**src/rtl/cs_resolver.sv**
```systemverilog
// Resolves a carry-save pair into one binary word, SLICE bits per cycle, so the
// full-width carry chain is never built in a single cycle.
module cs_resolver #(
  parameter int WIDTH = 32,
  parameter int SLICE = 8
) (
  input  logic             clk,
  input  logic             rst,
  input  logic             in_valid,
  output logic             in_ready,
  input  logic [WIDTH-1:0] in_sum1,
  input  logic [WIDTH-1:0] in_sum2,
  input  logic             in_ovfl,
  output logic             out_valid,
  input  logic             out_ready,
  output logic [WIDTH-1:0] out_sum,
  output logic             out_ovfl
);

  localparam int NSLICE = WIDTH / SLICE;
  localparam int CW     = (NSLICE > 1) ? $clog2(NSLICE) : 1;
  localparam logic [CW-1:0] K_LAST = CW'(NSLICE - 1);

  typedef enum logic [1:0] {IDLE, BUSY, DONE} state_t;

  state_t           state;
  state_t           state_nx;
  logic [CW-1:0]    k;
  logic             carry;
  logic [WIDTH-1:0] a_lat;
  logic [WIDTH-1:0] b_lat;
  logic             ovfl_lat;
  logic             accept;
  int               base;
  logic [SLICE:0]   slice_res;

  function automatic logic [SLICE:0] add_slice(input logic [SLICE-1:0] a,
                                               input logic [SLICE-1:0] b,
                                               input logic             c);
    return {1'b0, a} + {1'b0, b} + {{SLICE{1'b0}}, c};
  endfunction

  assign accept    = in_valid & in_ready;
  assign base      = int'(k) * SLICE;
  assign slice_res = add_slice(a_lat[base +: SLICE], b_lat[base +: SLICE], carry);

  always_ff @(posedge clk or posedge rst) begin
    if (rst) state <= IDLE;
    else     state <= state_nx;
  end

  // DONE forwards out_ready to in_ready so a handshake edge can also accept.
  always_comb begin
    state_nx  = state;
    in_ready  = 1'b0;
    out_valid = 1'b0;
    case (state)
      IDLE: begin
        in_ready = 1'b1;
        if (in_valid) state_nx = BUSY;
      end
      BUSY: begin
        if (k == K_LAST) state_nx = DONE;
      end
      DONE: begin
        out_valid = 1'b1;
        in_ready  = out_ready;
        if (out_ready) state_nx = in_valid ? BUSY : IDLE;
      end
      default: state_nx = IDLE;
    endcase
  end

  // Operand capture: only the accept edge samples the inputs.
  always_ff @(posedge clk) begin
    if (accept) begin
      a_lat    <= in_sum1;
      b_lat    <= in_sum2;
      ovfl_lat <= in_ovfl;
    end
  end

  // Slice-serial carry propagation, LSB slice first.
  always_ff @(posedge clk or posedge rst) begin
    if (rst) begin
      k        <= '0;
      carry    <= 1'b0;
      out_sum  <= '0;
      out_ovfl <= 1'b0;
    end else if (accept) begin
      k     <= '0;
      carry <= 1'b0;
    end else if (state == BUSY) begin
      out_sum[base +: SLICE] <= slice_res[SLICE-1:0];
      carry                  <= slice_res[SLICE];
      k                      <= k + CW'(1);
      if (k == K_LAST) out_ovfl <= ovfl_lat | slice_res[SLICE];
    end
  end

endmodule
```
**config.mk**
```make
export PLATFORM = sky130hd
export DESIGN_NAME = cs_resolver
export DESIGN_NICKNAME = d
export VERILOG_FILES = /design/src/rtl/cs_resolver.sv
export SDC_FILE = /design/constraint.sdc
export NUM_CORES = 1
export LEC_CHECK = 0
export CORE_ASPECT_RATIO = 1.25
export CORE_UTILIZATION = 30
export CTS_BUF_LIST = sky130_fd_sc_hd__clkbuf_8 sky130_fd_sc_hd__clkbuf_16
export DETAILED_ROUTE_END_ITERATION = 8
export PLACE_DENSITY = 0.55
export SLEW_MARGIN = 20
export SYNTH_ARGS = -nofsm -noshare
export SYNTH_HDL_FRONTEND = slang
export SYNTH_SLANG_ARGS = --single-unit
```
**constraint.sdc**
```tcl
create_clock -name clk -period 3.48 [get_ports clk]
set_clock_uncertainty 0.15 [all_clocks]
set_input_delay 0.696 -clock clk [delete_from_list [all_inputs] [get_ports clk]]
set_output_delay 0.696 -clock clk [all_outputs]
set_load 0.01 [all_outputs]
```
==> results of run 1 <==
## metrics by stage
stage	util, %	instance area [um2]	std cells
floorplan	-	4260	248
global placement	40.1	5540	526
detailed placement	40.1	5540	526
CTS	42.0	5810	542
global route	42.0	5810	542
finish	42.0	5810	542
## worst max path at each step
stage                       end  slack (ns)  cells after the start
detailed placement   out_sum[6]        0.55                      9
global route         out_sum[6]        0.41                      9
global placement    out_sum[30]        0.64                      9
CTS                  out_sum[6]        0.52                      9
floorplan           out_sum[14]        0.43                     11
finish               out_sum[6]        0.56                      9
## synthesized netlist by cell type (2+ instances only)
cell type and count:
sky130_fd_sc_hd__nor2_1 6, sky130_fd_sc_hd__inv_1 8, sky130_fd_sc_hd__a21o_1 4, sky130_fd_sc_hd__o21bai_1 2, sky130_fd_sc_hd__a21oi_1 5, sky130_fd_sc_hd__fa_1 2, sky130_fd_sc_hd__edfxtp_1 65, sky130_fd_sc_hd__nand2_1 13
sky130_fd_sc_hd__nand2_4 2, sky130_fd_sc_hd__nor3_4 2, sky130_fd_sc_hd__dfrtp_1 38, sky130_fd_sc_hd__nand2_2 2, sky130_fd_sc_hd__xnor2_1 4, sky130_fd_sc_hd__mux4_2 16, sky130_fd_sc_hd__a22o_1 24, sky130_fd_sc_hd__buf_2 3
sky130_fd_sc_hd__ha_1 13, sky130_fd_sc_hd__and2b_1 2, sky130_fd_sc_hd__xor2_1 2, sky130_fd_sc_hd__clkbuf_1 2, sky130_fd_sc_hd__nand4_1 3, sky130_fd_sc_hd__nand2b_1 2, sky130_fd_sc_hd__o21ai_2 3, sky130_fd_sc_hd__o21ai_0 8
## worst max-delay path, stage by stage (launching register included)
cell	delay, ns
sky130_fd_sc_hd__dfrtp_1	0.43
sky130_fd_sc_hd__mux4_2	0.54
sky130_fd_sc_hd__fa_1	0.46
sky130_fd_sc_hd__inv_1	0.09
sky130_fd_sc_hd__fa_1	0.20
sky130_fd_sc_hd__inv_1	0.05
sky130_fd_sc_hd__a21o_1	0.18
sky130_fd_sc_hd__a41o_1	0.26
sky130_fd_sc_hd__xor2_1	0.30
sky130_fd_sc_hd__a22o_1	0.18
## layer usage
metal	routed length [um]	global-route usage (%)
met3	426	3.42
met4	104	4.05
met1	3750	16.2
met2	4420	21.9
met5	0	0
## logic make-up (layout without fill, tap and decap cells)
family / Yosys count / count (layout)
AOI/OAI and AO/OA: 55 / 55
xor gates and xnor gates: 6 / 6
adders and majority gates: 15 / 15
buffers and inverters: 14 / 133
DFF: 103 / 103
muxes: 16 / 16
and+or+nand+nor: 39 / 39
## registers in the layout, indices dropped and copies added (netlist names)
name and cells:
carry 1, out_sum 32, ovfl_lat 1, b_lat 32, out_ovfl 1, k 2, a_lat 32, state 2
## final cells by class
class	count	area (um2)	share of cell area [%]
sequential	103	2900	50.0
multi-input combinational	131	1300	22.4
timing repair buffer	109	1090	18.7
clock buffer	9	225	3.88
tap	175	219	3.77
clock inverter	7	41.3	0.711
inverter	8	30.0	0.517
## cells in the final DEF, fill, tap and decap left out, drive strengths merged, types with 2 or more instances in the layout
master / count
nor2: 7
buf: 6
nand2: 17
a21o: 4
clkinv: 5
mux4: 16
inv: 9
nand2b: 2
o21ai: 12
edfxtp: 65
nand4: 3
ha: 13
fa: 2
a21oi: 6
nor3: 2
a22o: 24
clkdlybuf4s50: 103
xor2: 2
and2b: 2
o21bai: 2
xnor2: 4
nor2b: 2
dfrtp: 38
clkbuf: 9
## power by group through the flow
stage	logic, mW	registers (mW)	clock network (mW)
2_1_floorplan	1.55	1.79	0
3_3_place_gp	2.35	1.76	0
3_5_place_dp	2.39	1.77	0
4_1_cts	2.40	1.74	0.936
5_1_grt	2.58	1.77	0.981
6_report	2.35	1.74	0.902
==> impl_results.md, run 1 <==
- Pre-CTS WS: 0.549 ns
- Rel. slew slack: 57.4%
- Port Buffer Count: 103
- Hold Vio Cnt, Final: 0
- CTS buffer count: 9
- Slack of the critical path: 0.564 ns
- Post-Synth Adder-Cell Area: 4.75%
- CP Launch Type: flip-flop
- Transition time at the pin with the least slew margin: 0.639 ns
- FMAX: 343 MHz
- Initial antenna violation count: 0
- Total negative slack: 0 ns
- Total number of vias: 2486
- Number of setup buffers added after CTS: 0
- Hold Path Sink: out_sum[25]
- Area share of and/or/nand/nor cells after synthesis: 6.16%
- Number of setup violations in the final report: 0
- Clock-pin slew on the worst setup and hold paths: 0.06 ns
- Net count after synthesis: 332
- Worst reg2reg startpoint: k[0]
- Number of violations reported at the end of detailed-routing iteration 0: 84
- Path type of the worst setup path: reg2reg
- Detail Placement HPWL: 6.57 mm
- RSZ-0062 raised after global routing: false
- Root buf cell: sky130_fd_sc_hd__clkbuf_16
- GRT Residual Overflow: 0
- Wire length of the first global-routing pass: 14.1 mm
- Sequential cell area fraction in the yosys report: 68.1%
- Leading area contributor after synthesis: sky130_fd_sc_hd__edfxtp_1
- Clock network fraction of design power: 18.1%
- Start point of the worst hold path: out_sum[25]
- Crit-path max FO: 4
- Worst-case hold slack: 0.326 ns
- Yosys warns: 0
- Combinational share of power: 47.2%
- Number of global-route vias before repair: 2705
- Mean Syn Cell Area: 17.2 um2
- Worst Setup End Kind: flip-flop
- Power density over the cells: 859 mW/mm2
- Mux share of post-synthesis cell area: 8.45%
- PnR Total Power: 4.99 mW
- Proportion of synthesized flip-flops having asynchronous set or reset: 36.9%
- Timing startpoint of the critical path: k[0]
- Count of antenna-violating nets left after detailed routing: 0
- Most used flip-flop cell after synthesis: sky130_fd_sc_hd__edfxtp_1
- Number of top-level pins: 104
- Post-Synthesis Cell Area: 0.00426 mm2
- Cells after synthesis: 248
- Worst IR drop on VDD: 0.303 mV
- Main area contributors after synthesis: sky130_fd_sc_hd__edfxtp_1, sky130_fd_sc_hd__dfrtp_1, sky130_fd_sc_hd__mux4_2
- Number of max-cap violations: 0
- Final weighted congestion in routability-driven placement: 0.711
- Hold bufs inserted after CTS: 0
- Largest family of logic cells by synthesized area: compound AO/OA/AOI/OAI gates
- Largest net degree at the start of global routing: 70
- Post-synth EDFFs: 65
- Cell internal power dissipation: 3.11 mW
- Number of storage elements in the synthesis netlist: 103
- Clk_lat worst skew: 0.34 ns
- Remaining routing DRC violations: 0
- Classification of the worst-slack hold path: reg2reg
- Share of the synthesized area in compound gates (AO/OA/AOI/OAI): 9.89%
- Count of pins over their slew limit: 0
- Xor and xnor area share after synthesis: 1.23%
- Layout cells sized above 1: 13.9%
- Distinct cell type count after synthesis: 41
- Area share of the leading cell type in the synthesized netlist: 45.8%
- Reg-to-Reg End: out_sum[6]
- Horizontal die dimension: 109 um
- Minimum clock period after layout: 2.92 ns
- Arrival time worst endpoint: 3.04 ns
- Total Wirelength: 8.70 mm
- Diodes inserted: 0
- Maximum count of clock buffers along a single path: 2
- CP required: 3.61 ns
- Share of total power consumed by net switching: 37.6%
- Result of the run: completed
- Net switching power: 1.88 mW
- Clock tree from TritonCTS: built
- Relative area change from synthesis to final layout: 36.2%
- Fill cells: 1313
- Number of sinks handled by clock tree synthesis: 103
- Cell count of the worst reg-to-reg path: 9
- Share of total power in sequential cells: 34.8%
- Core area: 0.0138 mm2
- Initial Utilization: 30.9%
- Static leakage power: 2.21 nW
- H-Tree Level Count: 3
- Number of gates given a new drive strength after cts: 0
- Worst setup slack for register-to-register paths: 0.56 ns
- Site Rows: 48
- DIE AREA: 0.0147 mm2
- Drt first pass iters: 4
- Global routing usage summed across all routing layers: 13.0%
- Final worst-path cycle share: 83.8%
- Final #Nets: 446
- Floorplan die height: 135 um
- Min-Delay Path Depth: 2
- Final routed wire length divided by cell count: 16.1 um
- Routed vias/inst: 4.59
Note: power is estimated with default switching activity, not from simulation.
==> run 2: changes to the inputs <==
==> constraint.sdc (replaced) <==
create_clock -name clk -period 2.7 [get_ports clk]
set_clock_uncertainty 0.15 [all_clocks]
set_input_delay 0.54 -clock clk [delete_from_list [all_inputs] [get_ports clk]]
set_output_delay 0.54 -clock clk [all_outputs]
set_load 0.01 [all_outputs]
==> run 2 against run 1 <==
Critical path depth is the same. Largest cell class unchanged. Setup slack lost 0.56 ns. Largest power group unchanged. Fmax grew 8.2%. Utilization grew 2.0 points. Via count grew 4.5%. Routed wire length grew 2.9%. Total power grew 44%. Non-clock buffer count grew 19. Global-route usage grew 0.099 points. Sequential power grew 29%. Sequential share of layout area shrank 2.2 points.
==> impl_results.md, run 2 (synthesized netlist as in run 1, its figures left out) <==
- CTS buffer count: 9 (unchanged)
- Remaining routing DRC violations: 0 (unchanged)
- Rel. slew slack: 67.6% (+10 points)
- Count of antenna-violating nets left after detailed routing: 0 (unchanged)
- Core area: 0.0138 mm2 (unchanged)
- Result of the run: completed
- Share of total power in sequential cells: 31.3% (-3.5 points)
- DIE AREA: 0.0147 mm2 (unchanged)
- CP endpoint: out_sum[14]
- Floorplan die height: 135 um (unchanged)
- Reg-to-Reg End: out_sum[14]
- Initial antenna violation count: 0 (unchanged)
- Classification of the worst-slack hold path: reg2reg
- Number of max-cap violations: 0 (unchanged)
- Final worst-path cycle share: 99.8% (+16 points)
- Final routed wire length divided by cell count: 16.0 um (-0.61%)
- Wire length of the first global-routing pass: 14.3 mm (+1.5%)
- GRT Residual Overflow: 0 (unchanged)
- Worst Setup End Kind: flip-flop
- Number of setup violations in the final report: 0 (unchanged)
- Initial Utilization: 30.9% (unchanged)
- Layout Cells excl Fill: 561 (+3.5%)
- CP required: 2.78 ns (-0.83 ns)
- Clock network fraction of design power: 19.3% (+1.2 points)
- Final #Nets: 465 (+4.3%)
- Drt first pass iters: 4 (unchanged)
- Minimum clock period after layout: 2.69 ns (-0.222 ns)
- Combinational share of power: 49.4% (+2.2 points)
- Min-Delay Path Depth: 2 (unchanged)
- Transition time at the pin with the least slew margin: 0.486 ns (-0.153 ns)
- Path type of the worst setup path: reg2reg
- Detail Placement HPWL: 6.78 mm (+3.2%)
- Leading cell types in the layout, fill and taps excluded: sky130_fd_sc_hd__clkdlybuf4s50_1, sky130_fd_sc_hd__edfxtp_1, sky130_fd_sc_hd__dfrtp_1
- Clk_lat worst skew: 0.34 ns (about the same)
- RSZ-0062 raised after global routing: true
- Diodes inserted: 0 (unchanged)
- Global routing usage summed across all routing layers: 13.1% (+0.099 points)
- Clock-pin slew on the worst setup and hold paths: 0.07 ns (about the same)
- Worst setup slack for register-to-register paths: 0.006 ns (-0.56 ns)
- Clock tree from TritonCTS: built
- Leading cell type in the layout, fill and taps excluded: sky130_fd_sc_hd__clkdlybuf4s50_1
- Number of violations reported at the end of detailed-routing iteration 0: 79 (-6.0%)
- Hold Vio Cnt, Final: 0 (unchanged)
- PnR Total Power: 7.19 mW (+44%)
- Largest net degree at the start of global routing: 39 (-44%)
- Maximum count of clock buffers along a single path: 2 (unchanged)
- Timing startpoint of the critical path: k[0]
- H-Tree Level Count: 3 (unchanged)
- Cell internal power dissipation: 4.62 mW (+48%)
- Number of sinks handled by clock tree synthesis: 103 (unchanged)
- Number of global-route vias before repair: 2843 (+5.1%)
- Horizontal die dimension: 109 um (unchanged)
- Number of top-level pins: 104 (unchanged)
- Root buf cell: sky130_fd_sc_hd__clkbuf_16
- CP Launch Type: flip-flop
- Worst IR drop on VDD: 0.419 mV (+38%)
- Static leakage power: 2.33 nW (+5.5%)
- Arrival time worst endpoint: 2.77 ns (-0.27 ns)
- Site Rows: 48 (unchanged)
- Cell count of the worst reg-to-reg path: 9 (unchanged)
- Count of pins over their slew limit: 0 (unchanged)
- Worst reg2reg startpoint: k[0]
- Share of total power consumed by net switching: 35.7% (-1.9 points)
- Final weighted congestion in routability-driven placement: 0.753 (+6.0%)
- Total number of vias: 2597 (+4.5%)
- Crit-path max FO: 4 (unchanged)
- Share of the core filled with cells: 44.0% (+2.0 points)
- Leading registers by flop count: a_lat (32), b_lat (32), out_sum (32)
- Total Wirelength: 8.95 mm (+2.9%)
- Relative area change from synthesis to final layout: 42.7%
- Net switching power: 2.57 mW (+37%)
- Layout cells sized above 1: 22.0% (+8.1 points)
- Routed vias/inst: 4.63 (+0.93%)
- Power density over the cells: 1180 mW/mm2 (+38%)
- FMAX: 371 MHz (+8.2%)
- Port Buffer Count: 103 (unchanged)
- Placed instance count: 543 (+3.2%)
==> run 2: per-layer routing <==
layer / track usage (%) / part of all wire [%]
met1: 15.8 / 42
met2: 22.3 / 51
met3: 2.79 / 5.0
met4: 5.71 / 1.8
met5: 0 / 0
==> run 2: power groups by stage <==
stage	Sequential, mW	Clock, mW	Combinational [mW]
finish	2.25	1.39	3.55
global route	2.29	1.48	3.90
CTS	2.26	1.42	3.49
detailed placement	2.29	0	3.36
global placement	2.28	0	3.29
floorplan	2.30	0	2.02
==> run 2: layout make-up <==
type,count,area (um2)
tap,175,219
sequential,103,2900
clock inverter,7,93.8
inverter,8,30.0
timing repair buffer,128,1240
multi-input combinational,131,1370
clock buffer,9,225
fill,1289,7730
==> run 2: through the flow <==
stage / instance area (um2) / setup TNS [ns] / worst slack [ns] / hold WS, ns
final: 6080 / 0 / 0.00565 / 0.328
after detailed placement: 5670 / -1.39 / -0.159 / 0.323
after floorplan: 4280 / -0.427 / -0.0835 / 0.329
after CTS: 6040 / -0.0170 / -0.00713 / 0.339
after global placement: 5670 / -0.590 / -0.0786 / 0.323
after global routing: 6080 / -1.72 / -0.114 / 0.358
==> run 2: timing repair <==
item	in CTS	in global routing
setup endpoints to repair	13	20
resized for setup	8	5
pin swaps	4	5
buffers inserted	1	1
hold buffers	0	0
cloned	0	0
==> run 2: how the worst min path moves through the flow <==
stage           startpoint     endpoint  slack (ns)
2_1_floorplan     state[0]     state[1]        0.33
3_3_place_gp   out_sum[25]  out_sum[25]        0.32
3_5_place_dp    out_sum[1]   out_sum[1]        0.32
4_1_cts         out_sum[1]   out_sum[1]        0.34
5_1_grt         out_sum[1]   out_sum[1]        0.36
6_report        out_sum[1]   out_sum[1]        0.33
==> run 2: critical path, cell delays in order (launching register included) <==
cell	delay [ns]
sky130_fd_sc_hd__dfrtp_2	0.43
sky130_fd_sc_hd__mux4_2	0.55
sky130_fd_sc_hd__fa_2	0.38
sky130_fd_sc_hd__inv_2	0.07
sky130_fd_sc_hd__fa_2	0.20
sky130_fd_sc_hd__inv_2	0.03
sky130_fd_sc_hd__a21o_1	0.15
sky130_fd_sc_hd__a41o_1	0.22
sky130_fd_sc_hd__xor2_2	0.19
sky130_fd_sc_hd__a22o_1	0.21
